===== src/rtl/wb_cmd_master_if.sv =====
// Command/response stream plus Wishbone classic bus for wb_cmd_master.
// Streams use valid/ready: a transfer happens at the edge where both are high; valid holds its payload stable until then.
interface wb_cmd_master_if #(
  parameter int DATA_WIDTH   = 32,
  parameter int ADDR_WIDTH   = 16,
  parameter int SELECT_WIDTH = DATA_WIDTH / 8
);
  logic [ADDR_WIDTH-1:0]   cmd_addr;
  logic [DATA_WIDTH-1:0]   cmd_data;
  logic [SELECT_WIDTH-1:0] cmd_sel;
  logic                    cmd_we;
  logic                    cmd_valid;
  logic                    cmd_ready;

  logic [DATA_WIDTH-1:0]   rsp_data;
  logic [1:0]              rsp_status;
  logic                    rsp_valid;
  logic                    rsp_ready;

  logic [ADDR_WIDTH-1:0]   wb_adr_o;
  logic [DATA_WIDTH-1:0]   wb_dat_i;
  logic [DATA_WIDTH-1:0]   wb_dat_o;
  logic                    wb_we_o;
  logic [SELECT_WIDTH-1:0] wb_sel_o;
  logic                    wb_stb_o;
  logic                    wb_ack_i;
  logic                    wb_err_i;
  logic                    wb_rty_i;
  logic                    wb_cyc_o;

  modport master (
    input  cmd_addr, cmd_data, cmd_sel, cmd_we, cmd_valid,
    output cmd_ready,
    output rsp_data, rsp_status, rsp_valid,
    input  rsp_ready,
    output wb_adr_o, wb_dat_o, wb_we_o, wb_sel_o, wb_stb_o, wb_cyc_o,
    input  wb_dat_i, wb_ack_i, wb_err_i, wb_rty_i
  );

  modport slave (
    output cmd_addr, cmd_data, cmd_sel, cmd_we, cmd_valid,
    input  cmd_ready,
    input  rsp_data, rsp_status, rsp_valid,
    output rsp_ready,
    input  wb_adr_o, wb_dat_o, wb_we_o, wb_sel_o, wb_stb_o, wb_cyc_o,
    output wb_dat_i, wb_ack_i, wb_err_i, wb_rty_i
  );
endinterface


===== src/rtl/wb_cmd_master.sv =====
// Single-outstanding Wishbone classic initiator: one bus cycle per command,
// one response per bus cycle, with a watchdog that forces termination.
module wb_cmd_master #(
  parameter int DATA_WIDTH   = 32,
  parameter int ADDR_WIDTH   = 16,
  parameter int SELECT_WIDTH = DATA_WIDTH / 8,
  parameter int TIMEOUT      = 1024
) (
  input  logic            clk,
  input  logic            rst,
  wb_cmd_master_if.master bus,
  output logic [1:0]      dbg_state
);

  localparam int CNT_W = (TIMEOUT > 0) ? $clog2(TIMEOUT + 1) : 1;
  localparam logic [CNT_W-1:0] CNT_LAST = CNT_W'((TIMEOUT > 0) ? TIMEOUT - 1 : 0);

  localparam logic [1:0] ST_OK  = 2'd0;
  localparam logic [1:0] ST_ERR = 2'd1;
  localparam logic [1:0] ST_RTY = 2'd2;
  localparam logic [1:0] ST_TMO = 2'd3;

  typedef enum logic [1:0] {
    IDLE = 2'd0,
    BUS  = 2'd1,
    RESP = 2'd2
  } state_t;

  state_t                  state;
  logic                    cmd_ready_q;
  logic                    cyc_q;
  logic                    stb_q;
  logic                    we_q;
  logic [SELECT_WIDTH-1:0] sel_q;
  logic [ADDR_WIDTH-1:0]   adr_q;
  logic [DATA_WIDTH-1:0]   dat_q;
  logic                    rsp_valid_q;
  logic [DATA_WIDTH-1:0]   rsp_data_q;
  logic [1:0]              rsp_status_q;
  logic [CNT_W-1:0]        tmo_cnt;

  logic                    tmo_hit;
  logic                    term_hit;
  logic [1:0]              term_status;
  logic [DATA_WIDTH-1:0]   term_data;

  assign tmo_hit = (TIMEOUT > 0) && (tmo_cnt == CNT_LAST);

  // Slave terminations outrank the watchdog when both land on the same edge.
  always_comb begin
    term_hit    = 1'b1;
    term_status = ST_OK;
    term_data   = '0;
    if (bus.wb_err_i) begin
      term_status = ST_ERR;
    end else if (bus.wb_rty_i) begin
      term_status = ST_RTY;
    end else if (bus.wb_ack_i) begin
      term_data = we_q ? '0 : bus.wb_dat_i;
    end else if (tmo_hit) begin
      term_status = ST_TMO;
    end else begin
      term_hit = 1'b0;
    end
  end

  always_ff @(posedge clk) begin
    if (rst) begin
      state        <= IDLE;
      cmd_ready_q  <= 1'b1;
      cyc_q        <= 1'b0;
      stb_q        <= 1'b0;
      we_q         <= 1'b0;
      sel_q        <= '0;
      adr_q        <= '0;
      dat_q        <= '0;
      rsp_valid_q  <= 1'b0;
      rsp_data_q   <= '0;
      rsp_status_q <= '0;
      tmo_cnt      <= '0;
    end else begin
      case (state)
        IDLE: begin
          if (bus.cmd_valid) begin
            adr_q       <= bus.cmd_addr;
            dat_q       <= bus.cmd_data;
            we_q        <= bus.cmd_we;
            sel_q       <= bus.cmd_sel;
            cyc_q       <= 1'b1;
            stb_q       <= 1'b1;
            tmo_cnt     <= '0;
            cmd_ready_q <= 1'b0;
            state       <= BUS;
          end
        end
        BUS: begin
          // adr/dat are left holding the last access; only control drops.
          if (term_hit) begin
            cyc_q        <= 1'b0;
            stb_q        <= 1'b0;
            we_q         <= 1'b0;
            sel_q        <= '0;
            rsp_valid_q  <= 1'b1;
            rsp_data_q   <= term_data;
            rsp_status_q <= term_status;
            state        <= RESP;
          end else if (TIMEOUT > 0) begin
            tmo_cnt <= tmo_cnt + CNT_W'(1);
          end
        end
        RESP: begin
          if (bus.rsp_ready) begin
            rsp_valid_q <= 1'b0;
            cmd_ready_q <= 1'b1;
            state       <= IDLE;
          end
        end
        default: state <= IDLE;
      endcase
    end
  end

  assign bus.cmd_ready  = cmd_ready_q;
  assign bus.wb_cyc_o   = cyc_q;
  assign bus.wb_stb_o   = stb_q;
  assign bus.wb_we_o    = we_q;
  assign bus.wb_sel_o   = sel_q;
  assign bus.wb_adr_o   = adr_q;
  assign bus.wb_dat_o   = dat_q;
  assign bus.rsp_valid  = rsp_valid_q;
  assign bus.rsp_data   = rsp_data_q;
  assign bus.rsp_status = rsp_status_q;
  assign dbg_state      = state;

endmodule


===== src/flat_wrapper.sv =====
// flat-port wrapper written by rule: the top's interface ports become plain ports
module wb_cmd_master_flat 
#(
  parameter int DATA_WIDTH   = 32,
  parameter int ADDR_WIDTH   = 16,
  parameter int SELECT_WIDTH = DATA_WIDTH / 8,
  parameter int TIMEOUT      = 1024
)
  (clk, rst, dbg_state, bus_cmd_addr, bus_cmd_data, bus_cmd_sel, bus_cmd_we, bus_cmd_valid, bus_cmd_ready, bus_rsp_data, bus_rsp_status, bus_rsp_valid, bus_rsp_ready, bus_wb_adr_o, bus_wb_dat_o, bus_wb_we_o, bus_wb_sel_o, bus_wb_stb_o, bus_wb_cyc_o, bus_wb_dat_i, bus_wb_ack_i, bus_wb_err_i, bus_wb_rty_i);
  wb_cmd_master_if #(.DATA_WIDTH(DATA_WIDTH), .ADDR_WIDTH(ADDR_WIDTH), .SELECT_WIDTH(SELECT_WIDTH)) bus_i ();
  input  logic clk;
  input  logic rst;
  output logic [1:0] dbg_state;
  input wire logic [$bits(bus_i.cmd_addr)-1:0] bus_cmd_addr;
  input wire logic [$bits(bus_i.cmd_data)-1:0] bus_cmd_data;
  input wire logic [$bits(bus_i.cmd_sel)-1:0] bus_cmd_sel;
  input wire logic [$bits(bus_i.cmd_we)-1:0] bus_cmd_we;
  input wire logic [$bits(bus_i.cmd_valid)-1:0] bus_cmd_valid;
  output wire logic [$bits(bus_i.cmd_ready)-1:0] bus_cmd_ready;
  output wire logic [$bits(bus_i.rsp_data)-1:0] bus_rsp_data;
  output wire logic [$bits(bus_i.rsp_status)-1:0] bus_rsp_status;
  output wire logic [$bits(bus_i.rsp_valid)-1:0] bus_rsp_valid;
  input wire logic [$bits(bus_i.rsp_ready)-1:0] bus_rsp_ready;
  output wire logic [$bits(bus_i.wb_adr_o)-1:0] bus_wb_adr_o;
  output wire logic [$bits(bus_i.wb_dat_o)-1:0] bus_wb_dat_o;
  output wire logic [$bits(bus_i.wb_we_o)-1:0] bus_wb_we_o;
  output wire logic [$bits(bus_i.wb_sel_o)-1:0] bus_wb_sel_o;
  output wire logic [$bits(bus_i.wb_stb_o)-1:0] bus_wb_stb_o;
  output wire logic [$bits(bus_i.wb_cyc_o)-1:0] bus_wb_cyc_o;
  input wire logic [$bits(bus_i.wb_dat_i)-1:0] bus_wb_dat_i;
  input wire logic [$bits(bus_i.wb_ack_i)-1:0] bus_wb_ack_i;
  input wire logic [$bits(bus_i.wb_err_i)-1:0] bus_wb_err_i;
  input wire logic [$bits(bus_i.wb_rty_i)-1:0] bus_wb_rty_i;
  assign bus_i.cmd_addr = bus_cmd_addr;
  assign bus_i.cmd_data = bus_cmd_data;
  assign bus_i.cmd_sel = bus_cmd_sel;
  assign bus_i.cmd_we = bus_cmd_we;
  assign bus_i.cmd_valid = bus_cmd_valid;
  assign bus_cmd_ready = bus_i.cmd_ready;
  assign bus_rsp_data = bus_i.rsp_data;
  assign bus_rsp_status = bus_i.rsp_status;
  assign bus_rsp_valid = bus_i.rsp_valid;
  assign bus_i.rsp_ready = bus_rsp_ready;
  assign bus_wb_adr_o = bus_i.wb_adr_o;
  assign bus_wb_dat_o = bus_i.wb_dat_o;
  assign bus_wb_we_o = bus_i.wb_we_o;
  assign bus_wb_sel_o = bus_i.wb_sel_o;
  assign bus_wb_stb_o = bus_i.wb_stb_o;
  assign bus_wb_cyc_o = bus_i.wb_cyc_o;
  assign bus_i.wb_dat_i = bus_wb_dat_i;
  assign bus_i.wb_ack_i = bus_wb_ack_i;
  assign bus_i.wb_err_i = bus_wb_err_i;
  assign bus_i.wb_rty_i = bus_wb_rty_i;
  wb_cmd_master #(.DATA_WIDTH(DATA_WIDTH), .ADDR_WIDTH(ADDR_WIDTH), .SELECT_WIDTH(SELECT_WIDTH), .TIMEOUT(TIMEOUT)) u_core (.clk(clk), .rst(rst), .bus(bus_i), .dbg_state(dbg_state));
endmodule

===== config.mk =====
export PLATFORM = sky130hd
export DESIGN_NAME = wb_cmd_master_flat
export DESIGN_NICKNAME = d
export VERILOG_FILES = /design/src/rtl/wb_cmd_master_if.sv /design/src/rtl/wb_cmd_master.sv /design/src/flat_wrapper.sv
export SDC_FILE = /design/constraint.sdc
export NUM_CORES = 1
export LEC_CHECK = 0
export ABC_AREA = 1
export BUFFER_PORTS_ARGS = -buffer_cell sky130_fd_sc_hd__clkbuf_2
export CORE_MARGIN = 1
export CORE_UTILIZATION = 39
export DETAILED_ROUTE_END_ITERATION = 8
export PLACE_DENSITY_LB_ADDON = 0.15
export SETUP_SLACK_MARGIN = 0.02
export SYNTH_ARGS = -nofsm -noshare
export SYNTH_HDL_FRONTEND = slang
export SYNTH_SLANG_ARGS = --single-unit

===== constraint.sdc =====
create_clock -name clk -period 1.9 [get_ports clk]
set_input_delay 0.38 -clock clk [delete_from_list [all_inputs] [get_ports clk]]
set_output_delay 0.38 -clock clk [all_outputs]
set_load 0.02 [all_outputs]

==> results of run 1 <==
[registers in the layout (all words and copies together) (netlist names), 2 cells and up]
register	cells
u_core.bus.rsp_data	32
u_core.bus.wb_dat_o	32
u_core.bus.wb_adr_o	16
u_core.tmo_cnt	11
u_core.bus.wb_sel_o	4
u_core.bus.rsp_status	2
u_core.dbg_state	2
[report_power, final]
group	leakage [uW]	switching [uW]	total (uW)	internal, uW
clock network	0.000111	732	1600	866
registers	0.000848	90.5	2410	2320
logic	0.00183	596	930	334
total	0.00279	1420	4940	3520
[final timing paths]
kind	slack [ns]	to	cells past startpoint	start
hold / removal	0.25	u_core.bus.wb_we_o$_SDFFE_PP0P_	3	bus_cmd_we
setup / recovery	0.23	u_core.bus.rsp_data[0]$_SDFFE_PP0P_	9	u_core.tmo_cnt[0]$_SDFFE_PP0P_
setup reg to reg	0.23	u_core.bus.rsp_data[0]$_SDFFE_PP0P_	9	u_core.tmo_cnt[0]$_SDFFE_PP0P_
hold reg to reg	0.47	u_core.bus.rsp_status[1]$_SDFFE_PP0P_	2	u_core.bus.rsp_status[1]$_SDFFE_PP0P_
[worst max-delay path, delay by kind of cell, from the launching register on]
family | cells | cell delay (ns)
AO/OA/AOI/OAI | 1 | 0.17
adder cells (fa/ha/maj) | 1 | 0.20
flip-flops | 1 | 0.43
AND/OR/NAND/NOR | 6 | 0.56
buffers and inverters | 1 | 0.22
[stage by stage]
step | util (%) | area [um2] | power (uW) | hold WS [ns]
floorplan | - | 4220 | 3040 | 0.472
global placement | 50.4 | 5250 | 3380 | 0.452
detailed placement | 50.4 | 5250 | 3400 | 0.461
CTS | 52.7 | 5490 | 5000 | 0.232
global route | 52.7 | 5490 | 5190 | 0.246
finish | 52.7 | 5490 | 4940 | 0.255
[cell usage in the layout, fill, tap and decap left out, drive strengths merged]
cell type | synthesis | layout
o21ai | 85 | 85
clkinvlp | 0 | 2
a21oi | 17 | 17
or2 | 1 | 1
bufinv | 0 | 3
nor3 | 1 | 1
clkbuf | 24 | 193
nand2 | 54 | 54
nor3b | 1 | 1
nand3 | 23 | 23
nor2 | 214 | 214
buf | 10 | 12
inv | 56 | 56
ha | 1 | 1
dfxtp | 103 | 103
o211ai | 1 | 1
clkinv | 0 | 1
nand4 | 2 | 2
[area by class of cell]
class / instances / area, um2 / share of cell area (%)
clock buffers: 9 / 124 / 2.26
clock inverters: 6 / 110 / 2.01
inverters: 56 / 210 / 3.83
multi-input cells: 400 / 1780 / 32.4
flip-flops and latches: 103 / 2060 / 37.6
well taps: 136 / 170 / 3.10
repair buffers: 196 / 1040 / 18.9
[cells by family after synthesis]
kind of cell             synth area share, %
AO/OA/AOI/OAI                           12.6
adder cells (fa/ha/maj)                0.297
buffers and inverters                   8.96
flip-flops                              48.9
AND/OR/NAND/NOR                         29.3
[routing by layer]
layer / up-vias / global-route usage [%] / part of all wire, %
li1: 2182 / - / -
met1: 1815 / 24.6 / 46
met2: 148 / 32.5 / 45
met3: 17 / 4.54 / 7.1
met4: 0 / 8.43 / 2.1
met5: - / 0 / 0
==> results by stage, run 1 <==
Final layout:
- For this run, the post-layout net count is 859.
- Relative to the synthesized area, the layout overhead comes to 30.2%.
- The number of filler instances in the final layout is between 1000 and 1500.
- The number of antenna diodes is 0.
- The final non-filler cell total is 906.
- Of the cells placed in the final design, the portion with a size suffix greater than 1 is 29.5%.

Flow run:
- The reported max-cap violation count is 0.

CTS:
- The number of clock buffers added by TritonCTS is 9.
- For this design, the CTS-stage hold fixing added 0 buffers.
- Counting along the longest clock path gives a buffer depth of 2.
- In this run the post-CTS setup repair buffer count came out at 0.
- The clock tree from TritonCTS is done.
- The number of sinks driven by the clock tree is 103.
- The clock-pin slew on the worst setup and hold paths is about 0.09 ns.
- The cell at the root of the clock tree is clkbuf_8.
- The clock insertion delay at the later pin of the skew report is 0.36 ns.
- The deepest level of the CTS H-tree is 3.
- The number of gates resized after cts is 0.

Synth:
- The cell with the most instances after synthesis is nor2_1.
- The area share of the largest cell type after synthesis is 48.9%.
- In the synthesized netlist the async set-or-reset flop fraction comes to 0%.
- Dividing the synthesized area by the synthesized cell count gives 7.11 um2.
- Of the synthesized area, sequential elements account for between 40% and 50%.
- The number of enable flip-flop cells after synthesis is 0.
- The most common flop cell mapped by yosys is dfxtp_1.
- Synthesis produced a netlist whose cell count is around 590.
- The number of library cell types mapped by synthesis is 24.
- After synthesis the netlist holds a flip-flop and latch count of 103.
- The number of nets in the synthesized netlist is 686.
- In this run the cell area of the synthesized design comes to 4220 um2.
- The count of yosys warnings during synthesis is 0.
- dfxtp_1 takes more of the synthesized area than any other cell.
- Yosys attributes the largest share of cell area to dfxtp_1 49%, nor2_1 19%, o21ai_0 6.4%, inv_1 4.7%, nand2_1 4.5%.
- The commonest cells after synthesis are 211 x nor2_1, 103 x dfxtp_1, 54 x o21ai_0, 53 x inv_1, 50 x nand2_1.

Worst hold path:
- The worst hold path belongs to the class in2reg.

Power:
- The worst ir drop on vdd is 0.000409 V.
- Power spread over the standard cell area amounts to 900 nW/um2.
- The leakage component of the power is 0.00279 uW.

Setup path:
- The endpoint type of the worst setup path is a flip-flop.
- The worst-path cell with the longest stage delay is dfxtp_1.
- The kind of critical path is reg2reg.
- The required time at the endpoint of the critical path is 2.15 ns.
- The signal on the critical path passes through ha_1 > nand2_2 > nor2_8 > nand3_4 > nand2_1 > nand2_1 > buf_4 > o21ai_0 > nor2_1.
- The critical-path maximum fanout is 27.
- The most numerous cell on the critical path is nand2_1.
- For this run, the slowest stage of the critical path takes ~0.43 ns.
- The kind of launch point of the worst setup path is a flip-flop.
- For the worst setup path, the data arrival time is 1.93 ns.

Global route:
- In the global route stage, overall resource usage came out at 19.7%.
- The aggregate global routing overflow is 0.
- The maximum number of pins on one net before global-route repair is 59.
- The number of global-route vias before repair is 3856.
- The first-pass GRT wire length is 17800 um.
- The initial antenna violation count is 0.

Placement:
- After detailed placement, the design holds a cell count of 891.
- The pre-CTS setup slack is around 0.22 ns.
- The port buffer count is 184.
- The final HPWL from detailed placement is 7850 um.
- At the end of routability-driven placement, the weighted congestion stood at 0.836.

Die:
- The standard-cell row count is 37.
- between 150 and 200 I/O pins were placed.
- The height of the chip is around 110 um.
- The die footprint is roughly 11000 um2.
- The effective utilization at floorplan is between 40% and 50%.
- The floorplan step defined a core boundary enclosing 10400 um2.
- The horizontal extent of the die is 106 um.

Timing:
- The final setup violation count is 0.
- The transition time at the pin with the least slew margin is 0.351 ns.
- The clock arrives with 0.0121 ns of skew.
- The least setup slack across all paths after layout is 0.225 ns.
- In the final timing run, aggregate negative setup slack is 0 ns.
- The clock period could shrink to 1.67 ns.
- Setup repair after global routing left no endpoint under its margin.
- Headroom to the max-slew limit came out at 76.6%.
- The final critical-path share of the clock period is 88.1%.
- The final count of hold timing violations came to 0.
- The number of slew-limit violations in the final report was 0.
- The maximum clock frequency is 597 MHz.

Run status:
- The run finished with clean final reports.

Route:
- The routed design has 10900 um of wire.
- The final routed DRC violation total is 0.
- Once detail routing completed, the nets flagged for antenna violations numbered 0.
- In the final routed layout, each cell accounts on average for between 10 and 15 um.
- The first routing iteration left roughly 250 violations.
- In the routed layout, each cell is associated on average with a via count of 4.59.
- The first detailed-routing pass ran for 6 iterations.
- The routed layout has roughly 4200 vias.
No activity file was read; power rests on OpenSTA's default activity.
==> run 2, diff against run 1 <==
- CAP_MARGIN: unset -> 20
- REMOVE_ABC_BUFFERS: unset -> 1
==> run 2 against run 1 <==
Compared with the run above: final cell count unchanged; first-iteration DRC count grew 26%; largest power group unchanged; cell area down 0.59%; critical path type unchanged.
==> results by stage, run 2 (synthesis results as in run 1) <==
Run status:
- The run finished with clean final reports.

Final layout:
- Counting the fill cells in the layout gives 1079.
- In the layout the commonest cells are 211 x nor2_1, 184 x clkbuf_2, 102 x dfxtp_1.
- For this run, the share of the core covered by cells in the final layout is between 50% and 60%.
- The number of nets in the layout is 858.
- The number of antenna diodes is 0.
- The final cell area excluding filler cells is 5460 um2.
- The commonest non-fill, non-tap cell in the layout is nor2_1.
- In the final layout, the share of cells above drive strength 1 is between 20% and 30%.
- The post-synthesis to final-layout area growth is 29.4%.

Global route:
- The number of global-route vias before repair was approximately 3600.
- The maximum number of pins on one net before global-route repair is 49.
- The initial antenna violation count is 0.
- The first-pass GRT wire length is 17400 um.
- Across every metal layer, demand over resource in global routing totals 19.5%.
- Global routing finished with a remaining overflow of 0.

Flow run:
- Across the run, the number of max-cap violations was 0.

Timing:
- The maximum clock frequency is about 610 MHz.
- The final count of hold timing violations is 0.
- The final critical-path share of the clock period is 86.4%.
- The worst slew slack as a fraction of its limit is 72.8%.
- For the final database, setup skew stands at between 0.008 and 0.009 ns.
- Setup violations remaining at the end of the flow were counted as 0.
- Counting I/O delays and the setup requirement, the final critical path takes 1.64 ns.
- The number of slew-limit violations in the final report came to 0.
- For the pin with the worst max-slew slack, the measured transition is ~0.41 ns.
- Setup repair after global routing left no endpoint under its margin.

CTS:
- The H-tree generated during clock tree synthesis spans 3 levels.
- Counting the buffers created by CTS gives 9.
- For this design, the CTS-stage hold fixing added 0 buffers.
- The later pin in the worst-skew pair is clocked with a latency of 0.36 ns.
- For this design, the sink count on the clock tree is a little over 100.
- The root buffer cell chosen for the clock tree is clkbuf_8.
- After clock tree synthesis, the clock-pin slew on the worst setup and hold paths is 0.10 ns.
- The maximum buffer depth of the clock tree is 2.
- TritonCTS built the clock tree.

Die:
- The die is 106 um wide.
- The effective utilization at floorplan is between 40% and 50%.
- The height of the chip is between 100 and 150 um.
- The count of boundary I/O pins is 185.
- The die footprint is approximately 11000 um2.
- The initialized floorplan defines 37 standard-cell rows.
- The area of the core is 10400 um2.

Route:
- The via density per instance is 4.61.
- The sum of met2 wire segment lengths after detailed routing is 5310 um.
- For this block, the via count after detailed routing is 4174.
- The mean routed wirelength per cell is 12.0 um.
- After detailed routing, the wire length on met1 is roughly 4900 um.
- The first detailed-routing pass took 4 iterations.
- The final routed DRC violation total is 0.
- The count of nets left with antenna violations once routing finished came out at 0.
- The number of DRC violations after detailed-routing iteration 0 is between 300 and 400.
- Detailed routing placed a total of between 400 and 500 um of wire on met3.
- The wire length reported by the detailed router is 10900 um.
- The highest routed metal layer is met4.

Setup path:
- The required time at the endpoint of the critical path is 2.20 ns.
- STA classifies the critical path startpoint as a flip-flop.
- Walking the worst path, the cells encountered are ha_1 > nand2_2 > nor2_8 > nand3_4 > a21oi_4 > buf_12 > nand3_1 > a21oi_1.
- The depth of the worst register-to-register path is 8.
- The flop-to-flop setup slack is 0.26 ns.
- The worst stage delay on the critical path is 0.39 ns.
- The worst-path cell with the longest stage delay is dfxtp_1.
- The critical-path maximum fanout is 34.
- The kind of cell with the highest combined delay along the critical path is simple AND/OR/NAND/NOR gates.
- The worst setup path is captured at a flip-flop.
- The launch instance of the worst register-to-register path is u_core.tmo_cnt[1]$_SDFFE_PP0P_.
- The signal arrival time at the worst endpoint is a little under 2 ns.
- The number of buffers and inverters on the critical path is 1.
- The kind of critical path is reg2reg.
- The capturing point of the worst reg2reg path is u_core.bus.rsp_status[1]$_SDFFE_PP0P_.

Placement:
- In this run the tool buffered the top-level ports with 184 buffer cells.
- The final HPWL from detailed placement is 7850 um.
- The routability congestion estimate from global placement is a little over 0.8.
- Summing all placed instances gives a cell area of 5250 um2.

Power:
- Per report_power, the sequential group accounts for 50.6% of the total.
- In this run the static leakage power is 0.00278 uW.
- Net switching is 30.0% of the power.
- The net load switching power is about 1400 uW.
- The cell-internal power is 3330 uW.
- The clock network power share is 29.9%.
- The power per cell area is 873 nW/um2.
- Combinational logic is responsible for 19.6% of the overall power.
- The worst ir drop on vdd is roughly 0.00042 V.

Worst hold path:
- The cell depth of the worst hold path is 3.
- The class of the most critical hold timing path is in2reg.
- The path with the worst hold slack has its endpoint at u_core.bus.wb_sel_o[1]$_SDFFE_PP0P_.
- The launch point of the worst hold path is bus_cmd_sel[1].
run 2: cell type report:
type                    count  area [um2]  area share [%]
repair buffers            195        1030            18.9
multi-input cells         400        1780            32.6
inverters                  56         210            3.85
clock inverters             5        53.8           0.986
well taps                 136         170            3.12
clock buffers              11         151            2.78
flip-flops and latches    103        2060            37.8
run 2: how the worst max path moves through the flow:
stage | from | to | cells after the start | slack (ns)
global placement | u_core.tmo_cnt[0]$_SDFFE_PP0P_ | u_core.bus.rsp_data[6]$_SDFFE_PP0P_ | 9 | 0.29
global route | u_core.tmo_cnt[1]$_SDFFE_PP0P_ | u_core.bus.rsp_data[10]$_SDFFE_PP0P_ | 9 | 0.07
CTS | u_core.tmo_cnt[0]$_SDFFE_PP0P_ | u_core.bus.rsp_data[31]$_SDFFE_PP0P_ | 9 | 0.21
finish | u_core.tmo_cnt[1]$_SDFFE_PP0P_ | u_core.bus.rsp_status[1]$_SDFFE_PP0P_ | 8 | 0.26
floorplan | u_core.dbg_state[0]$_SDFFE_PP0P_ | u_core.bus.wb_adr_o[0]$_SDFFE_PP0P_ | 5 | -0.37
detailed placement | u_core.tmo_cnt[0]$_SDFFE_PP0P_ | u_core.bus.rsp_data[7]$_SDFFE_PP0P_ | 9 | 0.24
run 2: timing repair:
action,in CTS,in global routing
setup endpoints to repair,0,1
gates resized for setup,0,1
setup buffers,0,0
run 2: worst min-delay path, cell delays in order:
cell and delay (ns):
clkbuf_2 0.08, nand2_1 0.05, a21oi_1 0.06
run 2: stage by stage:
stage          power, uW  setup WS, ns  TNS [ns]  cells  hold WS, ns
6_report            4760         0.258         0    906        0.248
5_1_grt             5030        0.0714         0    906        0.224
4_1_cts             4830         0.211         0    906        0.231
3_5_place_dp        3400         0.238         0    890        0.460
3_3_place_gp        3380         0.293         0    890        0.454
2_1_floorplan       3000        -0.369    -21.23    559        0.449
run 2: power by group through the flow:
stage               combinational (uW)  clock (uW)  sequential, uW
floorplan                          349           0            2650
finish                             932        1420            2410
global placement                   928           0            2450
CTS                                942        1480            2410
detailed placement                 940           0            2460
global route                      1040        1560            2430
run 2: metal layers:
metal,global-route usage [%],up-vias
met1,25.2,1860
met2,32.4,108
li1,-,2190
met4,8.53,0
met5,0,-
met3,3.00,16
